--- config.mk ---
export PLATFORM = sky130hd
export DESIGN_NAME = liic_ll_tx_mux_flat
export DESIGN_NICKNAME = d
export VERILOG_FILES = /design/src/rtl/liic_pkg.sv /design/src/rtl/liic_ll_tx_mux_if.sv /design/src/rtl/liic_ll_tx_arb.sv /design/src/rtl/liic_ll_tx_mux.sv /design/src/flat_wrapper.sv
export SDC_FILE = /design/constraint.sdc
export NUM_CORES = 1
export LEC_CHECK = 0
export CAP_MARGIN = 20
export CORE_UTILIZATION = 40
export DETAILED_ROUTE_END_ITERATION = 12
export PLACE_DENSITY = 0.68
export REMOVE_ABC_BUFFERS = 1
export SYNTH_ARGS = -nofsm -noshare
export SYNTH_HDL_FRONTEND = slang
export SYNTH_SLANG_ARGS = --single-unit
--- constraint.sdc ---
create_clock -name clk -period 1.8 [get_ports clk]
set_input_delay 0.45 -clock clk [delete_from_list [all_inputs] [get_ports clk]]
set_output_delay 0.45 -clock clk [all_outputs]
set_load 0.03 [all_outputs]
--- src/rtl/liic_pkg.sv ---
// Shared LIIC types for the link-layer transmit mux.
// Header word layout: {seq, channel}.
package liic_pkg;

  typedef enum logic [1:0] {
    LL_MUX_IDLE,
    LL_MUX_DATA,
    LL_MUX_DROP
  } liic_ll_mux_state_t;

  localparam logic LL_CH_HP = 1'b1;
  localparam logic LL_CH_LP = 1'b0;

  localparam int LL_HDR_MAX = 64;

  function automatic logic [LL_HDR_MAX-1:0] liic_ll_hdr(
    input logic                  ch,
    input logic [LL_HDR_MAX-2:0] seq
  );
    return {seq, ch};
  endfunction

endpackage

--- src/rtl/liic_ll_tx_mux_if.sv ---
// Packet stream bundle: data, valid, sop, eop and ready.
// The master drives the payload; the slave returns ready.
interface liic_ll_tx_mux_if #(
  parameter int W = 8
) ();
  logic [W-1:0] dat;
  logic         val;
  logic         sop;
  logic         eop;
  logic         rdy;

  modport master (output dat, val, sop, eop, input rdy);
  modport slave  (input dat, val, sop, eop, output rdy);
endinterface

--- src/rtl/liic_ll_tx_arb.sv ---
// Packet-boundary arbiter: HP priority with an LP starvation guard.
// run_q counts consecutive HP grants taken while LP was waiting.
module liic_ll_tx_arb
  import liic_pkg::*;
#(
  parameter int HP_BURST = 4
) (
  input  logic clk,
  input  logic rst,
  input  logic linkup_i,
  input  logic hp_val_i,
  input  logic lp_val_i,
  input  logic gnt_en_i,
  output logic gnt_ch_o
);
  localparam int RW = $clog2(HP_BURST + 1);

  logic [RW-1:0] run_q;
  logic          lp_turn;

  assign lp_turn  = lp_val_i && (run_q == RW'(HP_BURST));
  assign gnt_ch_o = (hp_val_i && !lp_turn) ? LL_CH_HP : LL_CH_LP;

  // An HP grant with LP waiting can only happen below the limit.
  always_ff @(posedge clk or negedge rst) begin
    if (!rst) begin
      run_q <= '0;
    end else if (!linkup_i) begin
      run_q <= '0;
    end else if (gnt_en_i) begin
      if (gnt_ch_o == LL_CH_HP && lp_val_i)
        run_q <= run_q + RW'(1);
      else
        run_q <= '0;
    end
  end

endmodule

--- src/rtl/liic_ll_tx_mux.sv ---
// LIIC link-layer TX mux: tags and merges HP/LP streams onto the link.
// Optional counters under LIIC_LL_TX_MUX_STATS_EN.
module liic_ll_tx_mux
  import liic_pkg::*;
#(
  parameter int ST_WIDTH = 8,
  parameter int HP_BURST = 4
) (
  input  logic clk,
  input  logic rst,
  input  logic ll_linkup,
  liic_ll_tx_mux_if.slave  hp_i,
  liic_ll_tx_mux_if.slave  lp_i,
  liic_ll_tx_mux_if.master ll_o
`ifdef LIIC_LL_TX_MUX_STATS_EN
  ,
  output logic [31:0] hp_pkt_cnt,
  output logic [31:0] lp_pkt_cnt,
  output logic [15:0] drop_cnt
`endif
);
  liic_ll_mux_state_t state_q;

  logic                ch_q;
  logic                val_q;
  logic                sop_q;
  logic                eop_q;
  logic [ST_WIDTH-1:0] dat_q;
  logic [ST_WIDTH-2:0] hp_seq_q;
  logic [ST_WIDTH-2:0] lp_seq_q;

  logic                load;
  logic                gnt_en;
  logic                gnt_ch;
  logic                in_val;
  logic                in_eop;
  logic [ST_WIDTH-1:0] in_dat;
  logic [ST_WIDTH-2:0] seq_sel;
  logic [ST_WIDTH-1:0] hdr;
  logic                hp_rdy;
  logic                lp_rdy;
  logic                unused_sop;

  assign unused_sop = hp_i.sop ^ lp_i.sop;

  assign load   = !val_q || ll_o.rdy;
  assign gnt_en = (state_q == LL_MUX_IDLE) && ll_linkup
               && load && (hp_i.val || lp_i.val);

  assign in_val = (ch_q == LL_CH_HP) ? hp_i.val : lp_i.val;
  assign in_eop = (ch_q == LL_CH_HP) ? hp_i.eop : lp_i.eop;
  assign in_dat = (ch_q == LL_CH_HP) ? hp_i.dat : lp_i.dat;

  assign seq_sel = (gnt_ch == LL_CH_HP) ? hp_seq_q : lp_seq_q;
  assign hdr = ST_WIDTH'(liic_ll_hdr(gnt_ch, (LL_HDR_MAX-1)'(seq_sel)));

  liic_ll_tx_arb #(
    .HP_BURST (HP_BURST)
  ) u_arb (
    .clk      (clk),
    .rst      (rst),
    .linkup_i (ll_linkup),
    .hp_val_i (hp_i.val),
    .lp_val_i (lp_i.val),
    .gnt_en_i (gnt_en),
    .gnt_ch_o (gnt_ch)
  );

  // Link down in IDLE sinks both inputs; DROP sinks the aborted one.
  always_comb begin
    hp_rdy = 1'b0;
    lp_rdy = 1'b0;
    unique case (state_q)
      LL_MUX_IDLE: begin
        hp_rdy = !ll_linkup;
        lp_rdy = !ll_linkup;
      end
      LL_MUX_DATA: begin
        hp_rdy = ll_linkup && load && (ch_q == LL_CH_HP);
        lp_rdy = ll_linkup && load && (ch_q == LL_CH_LP);
      end
      LL_MUX_DROP: begin
        hp_rdy = (ch_q == LL_CH_HP);
        lp_rdy = (ch_q == LL_CH_LP);
      end
      default: ;
    endcase
  end

  assign hp_i.rdy = hp_rdy && rst;
  assign lp_i.rdy = lp_rdy && rst;

  assign ll_o.val = val_q;
  assign ll_o.sop = sop_q;
  assign ll_o.eop = eop_q;
  assign ll_o.dat = dat_q;

  always_ff @(posedge clk or negedge rst) begin
    if (!rst) begin
      state_q  <= LL_MUX_IDLE;
      ch_q     <= LL_CH_LP;
      val_q    <= 1'b0;
      sop_q    <= 1'b0;
      eop_q    <= 1'b0;
      dat_q    <= '0;
      hp_seq_q <= '0;
      lp_seq_q <= '0;
    end else begin
      if (!ll_linkup) begin
        hp_seq_q <= '0;
        lp_seq_q <= '0;
      end
      unique case (state_q)
        LL_MUX_IDLE: begin
          if (!ll_linkup) begin
            val_q <= 1'b0;
          end else if (gnt_en) begin
            val_q   <= 1'b1;
            sop_q   <= 1'b1;
            eop_q   <= 1'b0;
            dat_q   <= hdr;
            ch_q    <= gnt_ch;
            state_q <= LL_MUX_DATA;
            if (gnt_ch == LL_CH_HP) hp_seq_q <= hp_seq_q + 1'b1;
            else                    lp_seq_q <= lp_seq_q + 1'b1;
          end else if (load) begin
            val_q <= 1'b0;
          end
        end
        LL_MUX_DATA: begin
          if (!ll_linkup) begin
            val_q   <= 1'b0;
            sop_q   <= 1'b0;
            eop_q   <= 1'b0;
            dat_q   <= '0;
            state_q <= LL_MUX_DROP;
          end else if (load) begin
            val_q <= in_val;
            if (in_val) begin
              sop_q <= 1'b0;
              eop_q <= in_eop;
              dat_q <= in_dat;
              if (in_eop) state_q <= LL_MUX_IDLE;
            end
          end
        end
        LL_MUX_DROP: begin
          if (in_val && in_eop) state_q <= LL_MUX_IDLE;
        end
        default: state_q <= LL_MUX_IDLE;
      endcase
    end
  end

`ifdef LIIC_LL_TX_MUX_STATS_EN
  logic [31:0] hp_cnt_q;
  logic [31:0] lp_cnt_q;
  logic [15:0] drop_q;
  logic [1:0]  drop_inc;
  logic        eop_xfer;

  assign eop_xfer = val_q && ll_o.rdy && eop_q;

  // Aborts count on entry to DROP; idle discards count per eop word.
  always_comb begin
    drop_inc = '0;
    if (!ll_linkup) begin
      unique case (state_q)
        LL_MUX_DATA: drop_inc = 2'd1;
        LL_MUX_IDLE: drop_inc = {1'b0, hp_i.val && hp_i.eop}
                              + {1'b0, lp_i.val && lp_i.eop};
        default: ;
      endcase
    end
  end

  always_ff @(posedge clk or negedge rst) begin
    if (!rst) begin
      hp_cnt_q <= '0;
      lp_cnt_q <= '0;
      drop_q   <= '0;
    end else begin
      if (!ll_linkup) begin
        hp_cnt_q <= '0;
        lp_cnt_q <= '0;
      end else if (eop_xfer) begin
        if (ch_q == LL_CH_HP && !(&hp_cnt_q)) hp_cnt_q <= hp_cnt_q + 1'b1;
        if (ch_q == LL_CH_LP && !(&lp_cnt_q)) lp_cnt_q <= lp_cnt_q + 1'b1;
      end
      if (drop_inc != 2'd0)
        drop_q <= (drop_q > 16'hFFFD) ? 16'hFFFF : drop_q + 16'(drop_inc);
      else if (!ll_linkup)
        drop_q <= '0;
    end
  end

  assign hp_pkt_cnt = hp_cnt_q;
  assign lp_pkt_cnt = lp_cnt_q;
  assign drop_cnt   = drop_q;
`endif

endmodule

--- src/flat_wrapper.sv ---
// flat-port wrapper written by rule: the top's interface ports become plain ports
module liic_ll_tx_mux_flat import liic_pkg::*;
#(
  parameter int ST_WIDTH = 8,
  parameter int HP_BURST = 4
)
  (clk, rst, ll_linkup, hp_i_dat, hp_i_val, hp_i_sop, hp_i_eop, hp_i_rdy, lp_i_dat, lp_i_val, lp_i_sop, lp_i_eop, lp_i_rdy, ll_o_dat, ll_o_val, ll_o_sop, ll_o_eop, ll_o_rdy);
  liic_ll_tx_mux_if #(.W((8))) hp_i_i ();
  liic_ll_tx_mux_if #(.W((8))) lp_i_i ();
  liic_ll_tx_mux_if #(.W((8))) ll_o_i ();
  input  logic clk;
  input  logic rst;
  input  logic ll_linkup;
  input wire logic [$bits(hp_i_i.dat)-1:0] hp_i_dat;
  input wire logic [$bits(hp_i_i.val)-1:0] hp_i_val;
  input wire logic [$bits(hp_i_i.sop)-1:0] hp_i_sop;
  input wire logic [$bits(hp_i_i.eop)-1:0] hp_i_eop;
  output wire logic [$bits(hp_i_i.rdy)-1:0] hp_i_rdy;
  input wire logic [$bits(lp_i_i.dat)-1:0] lp_i_dat;
  input wire logic [$bits(lp_i_i.val)-1:0] lp_i_val;
  input wire logic [$bits(lp_i_i.sop)-1:0] lp_i_sop;
  input wire logic [$bits(lp_i_i.eop)-1:0] lp_i_eop;
  output wire logic [$bits(lp_i_i.rdy)-1:0] lp_i_rdy;
  output wire logic [$bits(ll_o_i.dat)-1:0] ll_o_dat;
  output wire logic [$bits(ll_o_i.val)-1:0] ll_o_val;
  output wire logic [$bits(ll_o_i.sop)-1:0] ll_o_sop;
  output wire logic [$bits(ll_o_i.eop)-1:0] ll_o_eop;
  input wire logic [$bits(ll_o_i.rdy)-1:0] ll_o_rdy;
  assign hp_i_i.dat = hp_i_dat;
  assign hp_i_i.val = hp_i_val;
  assign hp_i_i.sop = hp_i_sop;
  assign hp_i_i.eop = hp_i_eop;
  assign hp_i_rdy = hp_i_i.rdy;
  assign lp_i_i.dat = lp_i_dat;
  assign lp_i_i.val = lp_i_val;
  assign lp_i_i.sop = lp_i_sop;
  assign lp_i_i.eop = lp_i_eop;
  assign lp_i_rdy = lp_i_i.rdy;
  assign ll_o_dat = ll_o_i.dat;
  assign ll_o_val = ll_o_i.val;
  assign ll_o_sop = ll_o_i.sop;
  assign ll_o_eop = ll_o_i.eop;
  assign ll_o_i.rdy = ll_o_rdy;
  liic_ll_tx_mux #(.ST_WIDTH(ST_WIDTH), .HP_BURST(HP_BURST)) u_core (.clk(clk), .rst(rst), .ll_linkup(ll_linkup), .hp_i(hp_i_i), .lp_i(lp_i_i), .ll_o(ll_o_i));
endmodule
# After elaboration in Yosys (flattened, before gate mapping)
# Index checks and enable logic that the tools add are counted.
# word_totals
input_bits	26
word_cells	99
reg_bits	31
# classes
reduce_logical	23
add_sub_neg	3
muxes	52
eq_ne	11
bitwise_logic	1
# ops
cell	n
$mux W7	11
$mux W8	6
$mux W1	18
$pmux W8 S2	1
$add A7 B1 Y7 const B	2
$mux W2	7
$logic_and A1 B1 Y1	12
$mux W3	3
$ne A3 B2 Y1 const B	3
$ne A2 B1 Y1 const B	3
$pmux W1 S2	3
$pmux W1 S3	2
$pmux W2 S3	1
$reduce_and A3 Y1	2
$reduce_and A6 Y1	1
$reduce_and A5 Y1	1
$ne A4 B2 Y1 const B	1
$add A3 B1 Y3 const B	1
$eq A3 B3 Y1 const B	1
$logic_not A1 Y1	3
$eq A2 B1 Y1 const B	1
$eq A2 B2 Y1 const B	1
$logic_not A2 Y1	1
$logic_or A1 B1 Y1	2
3 further kinds	3

# Longest topological paths before layout
# depth
depth_word	9
ltp_mapped	7

# Cells and area by module
# From an unflattened synthesis, not the netlist that was laid out.
# hier_totals
cells_unflattened	179
area_unflattened_um2	1845.5
# by_module_without_submodules
mod	cells_each	instances	area_per_inst_um2
liic_ll_tx_mux	159	1	1655.3
liic_ll_tx_arb	20	1	190.2

# Worst setup path after synthesis
# Ideal clock, no wire load.
# synth_path
path_type	register to output
start	register u_core.state_q[1]
end	output port hp_i_rdy
arrival_ps	1525
path_buffers	2
slack_ps	-175
t_required_ps	1350
path_stages_with_launch	7
cell_sequence	dfrtp_1 clkbuf_1 and3b_1 clkbuf_1 nand3_1 o21ai_0 and2_1
# synth_via
elab_chain_cells	3
elab_cells_between_ends	5
# synth_lines
element	line_no	source
from (decl)	liic_ll_tx_mux.sv:22	liic_ll_mux_state_t state_q;
from (signal assigned)	liic_ll_tx_mux.sv:100	state_q <= LL_MUX_IDLE;
from (signal assigned)	liic_ll_tx_mux.sv:123	state_q <= LL_MUX_DATA;
from (signal assigned)	liic_ll_tx_mux.sv:136	state_q <= LL_MUX_DROP;
$eq A2 B2 Y1 (tied with other cells)	liic_ll_tx_mux.sv:73	unique case (state_q)
$pmux W1 S3 (*)	liic_ll_tx_mux.sv:73	
$logic_and A1 B1 Y1 (*)	liic_ll_tx_mux.sv:90	assign hp_i.rdy = hp_rdy && rst;
to (decl)	flat_wrapper.sv:18	output wire logic [$bits(hp_i_i.rdy)-1:0] hp_i_rdy;
# Every way passes the cells marked *; elsewhere a longest branch is shown, timed or not.

# Worst setup path after layout
# Ends and elaborated chain as after synthesis.

==> results.sh <==
export IMPL_status="finished with violations"
export IMPL_violations="negative setup slack"
export IMPL_numCtsBuffers=5
export IMPL_synth_compound_area_frac=0.177
export IMPL_power_internal_w=0.00204
export IMPL_p_leak_nw=1.23
export IMPL_synthFlopType="dfrtp_1"
export IMPL_rows=24
export IMPL_grt_use_total=0.210
export IMPL_vdd_ir_drop_max_v=0.000577
export IMPL_cp_common_cell="buf_6"
export IMPL_grt_pass1_vias=1675
export IMPL_cap_violations=0
export IMPL_synth_simple_area_share=0.168
export IMPL_synth_fa_ha_area_frac=0.0274
export IMPL_fin_crit_sh=1.09
export IMPL_final_util=0.612
export IMPL_required_ns=1.35
export IMPL_drive_above_1_share=0.286
export IMPL_synth_seq_cells=31
export IMPL_syn_area_um2=1830
export IMPL_hold_depth=1
export IMPL_critPathBufInv=2
export IMPL_crit_slowest_cell="dfrtp_1"
export IMPL_slew_violations=0
export IMPL_dieWidth_um=69.6
export IMPL_final_nets=284
export IMPL_io_pins=39
export IMPL_die_area_um2=4850
export IMPL_h_tree_depth=2
export IMPL_antenna_cells=0
export IMPL_detail_route_wl_per_cell_um=15.1
export IMPL_hold_buffers=0
export IMPL_rr_startpoint="u_core.state_q[1]"
export IMPL_worstSetupStartpointType="register"
export IMPL_power_frac_comb=0.524
export IMPL_cts_sinks=31
export IMPL_area_growth_pct=46.8
export IMPL_start_util=0.417
export IMPL_pwr_share_seq=0.287
export IMPL_synthCells=184
export IMPL_drc=0
export IMPL_port_buffer_count=36
export IMPL_synth_xor_area_share=0.00958
export IMPL_hpwl_um=3210
export IMPL_critPathArrivalTime_ns=1.51
export IMPL_antenna_found_initial=0
export IMPL_hold_viol=0
export IMPL_cts_tree="done"
export IMPL_setup_violations=9
export IMPL_synthMuxAreaShare=0.132
export IMPL_ys_warnings_count=0
export IMPL_clock_latency_ns=0.29
export IMPL_critPathLaunch="u_core.state_q[1]"
export IMPL_synth_top_family_by_area="compound AO/OA/AOI/OAI gates"
export IMPL_finalClockSkew_ns=0.00486
export IMPL_root_buffer="clkbuf_8"
export IMPL_path_clk_slew_ns=0.06
export IMPL_r2r_cells=5
export IMPL_crit_fanout=6
export IMPL_fmax_ghz=0.510
export IMPL_drt_iter0_drc=164
export IMPL_rsz0062_at_grt="yes"
export IMPL_vias_per_cell=5.44
export IMPL_yosysSeqAreaShare=0.424
export IMPL_power_density_nw_per_um2=1210
export IMPL_path_cells="buf_6 > and3b_2 > nand3_1 > o21ai_1 > and2_1 > buf_6"
export IMPL_holdCritPathClass="register to register"
export IMPL_p_switching_w=0.00122
export IMPL_setup_ws_ns=-0.159
export IMPL_routed_wl_um=4630
export IMPL_core_area_um2=4380
export IMPL_async_flop_share=1.00
export IMPL_slew_headroom=0.786
export IMPL_synth_edff_count=0
export IMPL_critPathKind="register to primary output"
export IMPL_fin_crit_ns=1.96
export IMPL_cpPeakStageDelay_ns=0.39
export IMPL_postSynthAreaPerCell_um2=9.94
export IMPL_critPathTopFamily="simple AND/OR/NAND/NOR gates"
export IMPL_swShare=0.374
export IMPL_worst_path_stages=6
export IMPL_ant_nets=0
export IMPL_worst_pin_slew_ns=0.321
export IMPL_p_total_w=0.00326
export IMPL_grt_max_degree=23
export IMPL_cts_buffer_depth=2
export IMPL_die_h_um=69.6
export IMPL_cp_end_kind="primary output"
export IMPL_synth_distinct_cells=43
export IMPL_vias=1671
export IMPL_clock_power_share=0.188
export IMPL_routabilityCongestion=0.774
export IMPL_hp_start="u_core.ll_o.sop"
export IMPL_grt_first_pass_wirelength_um=7980
export IMPL_overflow=0
export IMPL_dr_pass1_iters=5
-- layout make-up --
| cell class | count | area (um^2) |
|---|---|---|
| inverter | 15 | 56.3 |
| sequential | 31 | 776 |
| clock buffer | 8 | 100 |
| fill | 370 | 1700 |
| tap | 52 | 65.1 |
| timing repair buffer | 74 | 682 |
| multi-input combinational | 127 | 1010 |
-- cell usage after synthesis, types with 2 or more instances --
library cell,number,area [um^2]
a222oi_1,7,70.1
and4_1,2,17.5
mux2_2,9,101
buf_6,2,22.5
a21oi_1,9,45.0
clkbuf_1,7,26.3
o22ai_1,4,25.0
o31ai_1,4,30.0
o21ai_0,6,30.0
or3_1,3,18.8
inv_1,15,56.3
nor2_1,8,30.0
nor2b_1,2,12.5
nand4_1,4,25.0
nand3_1,6,30.0
and2_1,2,12.5
nand2_1,17,63.8
mux2i_1,14,140
nor3_1,2,10.0
ha_1,4,50.1
and3_1,2,12.5
xnor2_1,2,17.5
dfrtp_1,31,776
o211ai_1,3,22.5
-- stage by stage --
step	std cells	instance area (um^2)	TNS (ns)	hold slack, ns	setup slack [ns]
floorplan	173	1770	-7.22	0.154	-0.691
global placement	289	2400	-11.27	0.460	-0.534
detailed placement	289	2400	-12.05	0.474	-0.558
CTS	307	2640	-0.816	0.488	-0.130
global route	307	2690	-1.58	0.522	-0.208
finish	307	2690	-0.815	0.511	-0.159
-- placed cells by master (no fill, tap or decap), types with 3 or more instances in the layout --
cell type / count
o211ai_1: 3
o21ai_0: 4
dlygate4sd2_1: 4
dfrtp_1: 31
clkbuf_8: 7
o22ai_1: 4
buf_4: 29
ha_1: 4
mux2_2: 9
nand3_1: 5
inv_1: 15
or3_1: 3
o31ai_1: 4
nor2_1: 7
nand2_1: 17
a21oi_1: 7
buf_6: 11
clkdlybuf4s50_1: 28
nand4_1: 4
a222oi_1: 7
mux2i_1: 14
-- routing by layer --
layer  part of all wire  global-route usage  vias to the layer above
met5                  0                   0                        -
met4              0.013              0.0756                        0
met3              0.071              0.0451                        4
met2               0.46               0.337                       56
met1               0.46               0.280                      790
li1                   -                   -                      821
-- sequential cells by signal, indices dropped and copies added (netlist names) --
signal / cells
u_core.ll_o.dat: 8
u_core.hp_seq_q: 7
u_core.lp_seq_q: 7
u_core.u_arb.run_q: 3
u_core.state_q: 2
u_core.ch_q: 1
u_core.ll_o.eop: 1
u_core.ll_o.sop: 1
u_core.ll_o.val: 1
-- power groups by stage --
stage / Clock [W] / Combinational, W / Sequential [W]
floorplan: 0 / 0.000613 / 0.00117
global placement: 0 / 0.00145 / 0.000939
detailed placement: 0 / 0.00146 / 0.000946
CTS: 0.000624 / 0.00164 / 0.000934
global route: 0.000657 / 0.00183 / 0.000952
finish: 0.000614 / 0.00171 / 0.000935
-- worst register-to-register path: stages (launching register included) --
cell and delay (ns):
dfrtp_1 0.39, buf_4 0.14, or3b_4 0.36, a2111o_1 0.42
or3_1 0.38, a21oi_1 0.14
-- cells by family after synthesis --
| family | after synthesis |
|---|---|
| AND/OR/NAND/NOR | 56 |
| AO/OA/AOI/OAI | 42 |
| flip-flops | 31 |
| buffers and inverters | 26 |
| multiplexers | 23 |
| adder cells (fa/ha/maj) | 4 |
| XOR/XNOR | 2 |
-- worst paths after layout --
path | slack, ns | endpoint
min | 0.51 | u_core.ll_o.sop
min in group asynchronous | 0.59 | u_core.ll_o.dat[4]
max | -0.16 | hp_i_rdy
max in group asynchronous | 0.91 | u_core.hp_seq_q[6]
min reg2reg | 0.51 | u_core.ll_o.sop
max reg2reg | -0.11 | u_core.lp_seq_q[4]
-- what timing repair did --
item,in CTS,in global routing
pin swaps,6,8
gates cloned,1,0
setup endpoints to repair,26,26
resized for setup,25,14
buffers inserted,9,0
hold endpoints to repair,0,0
Power figures use the tool's default switching activity.
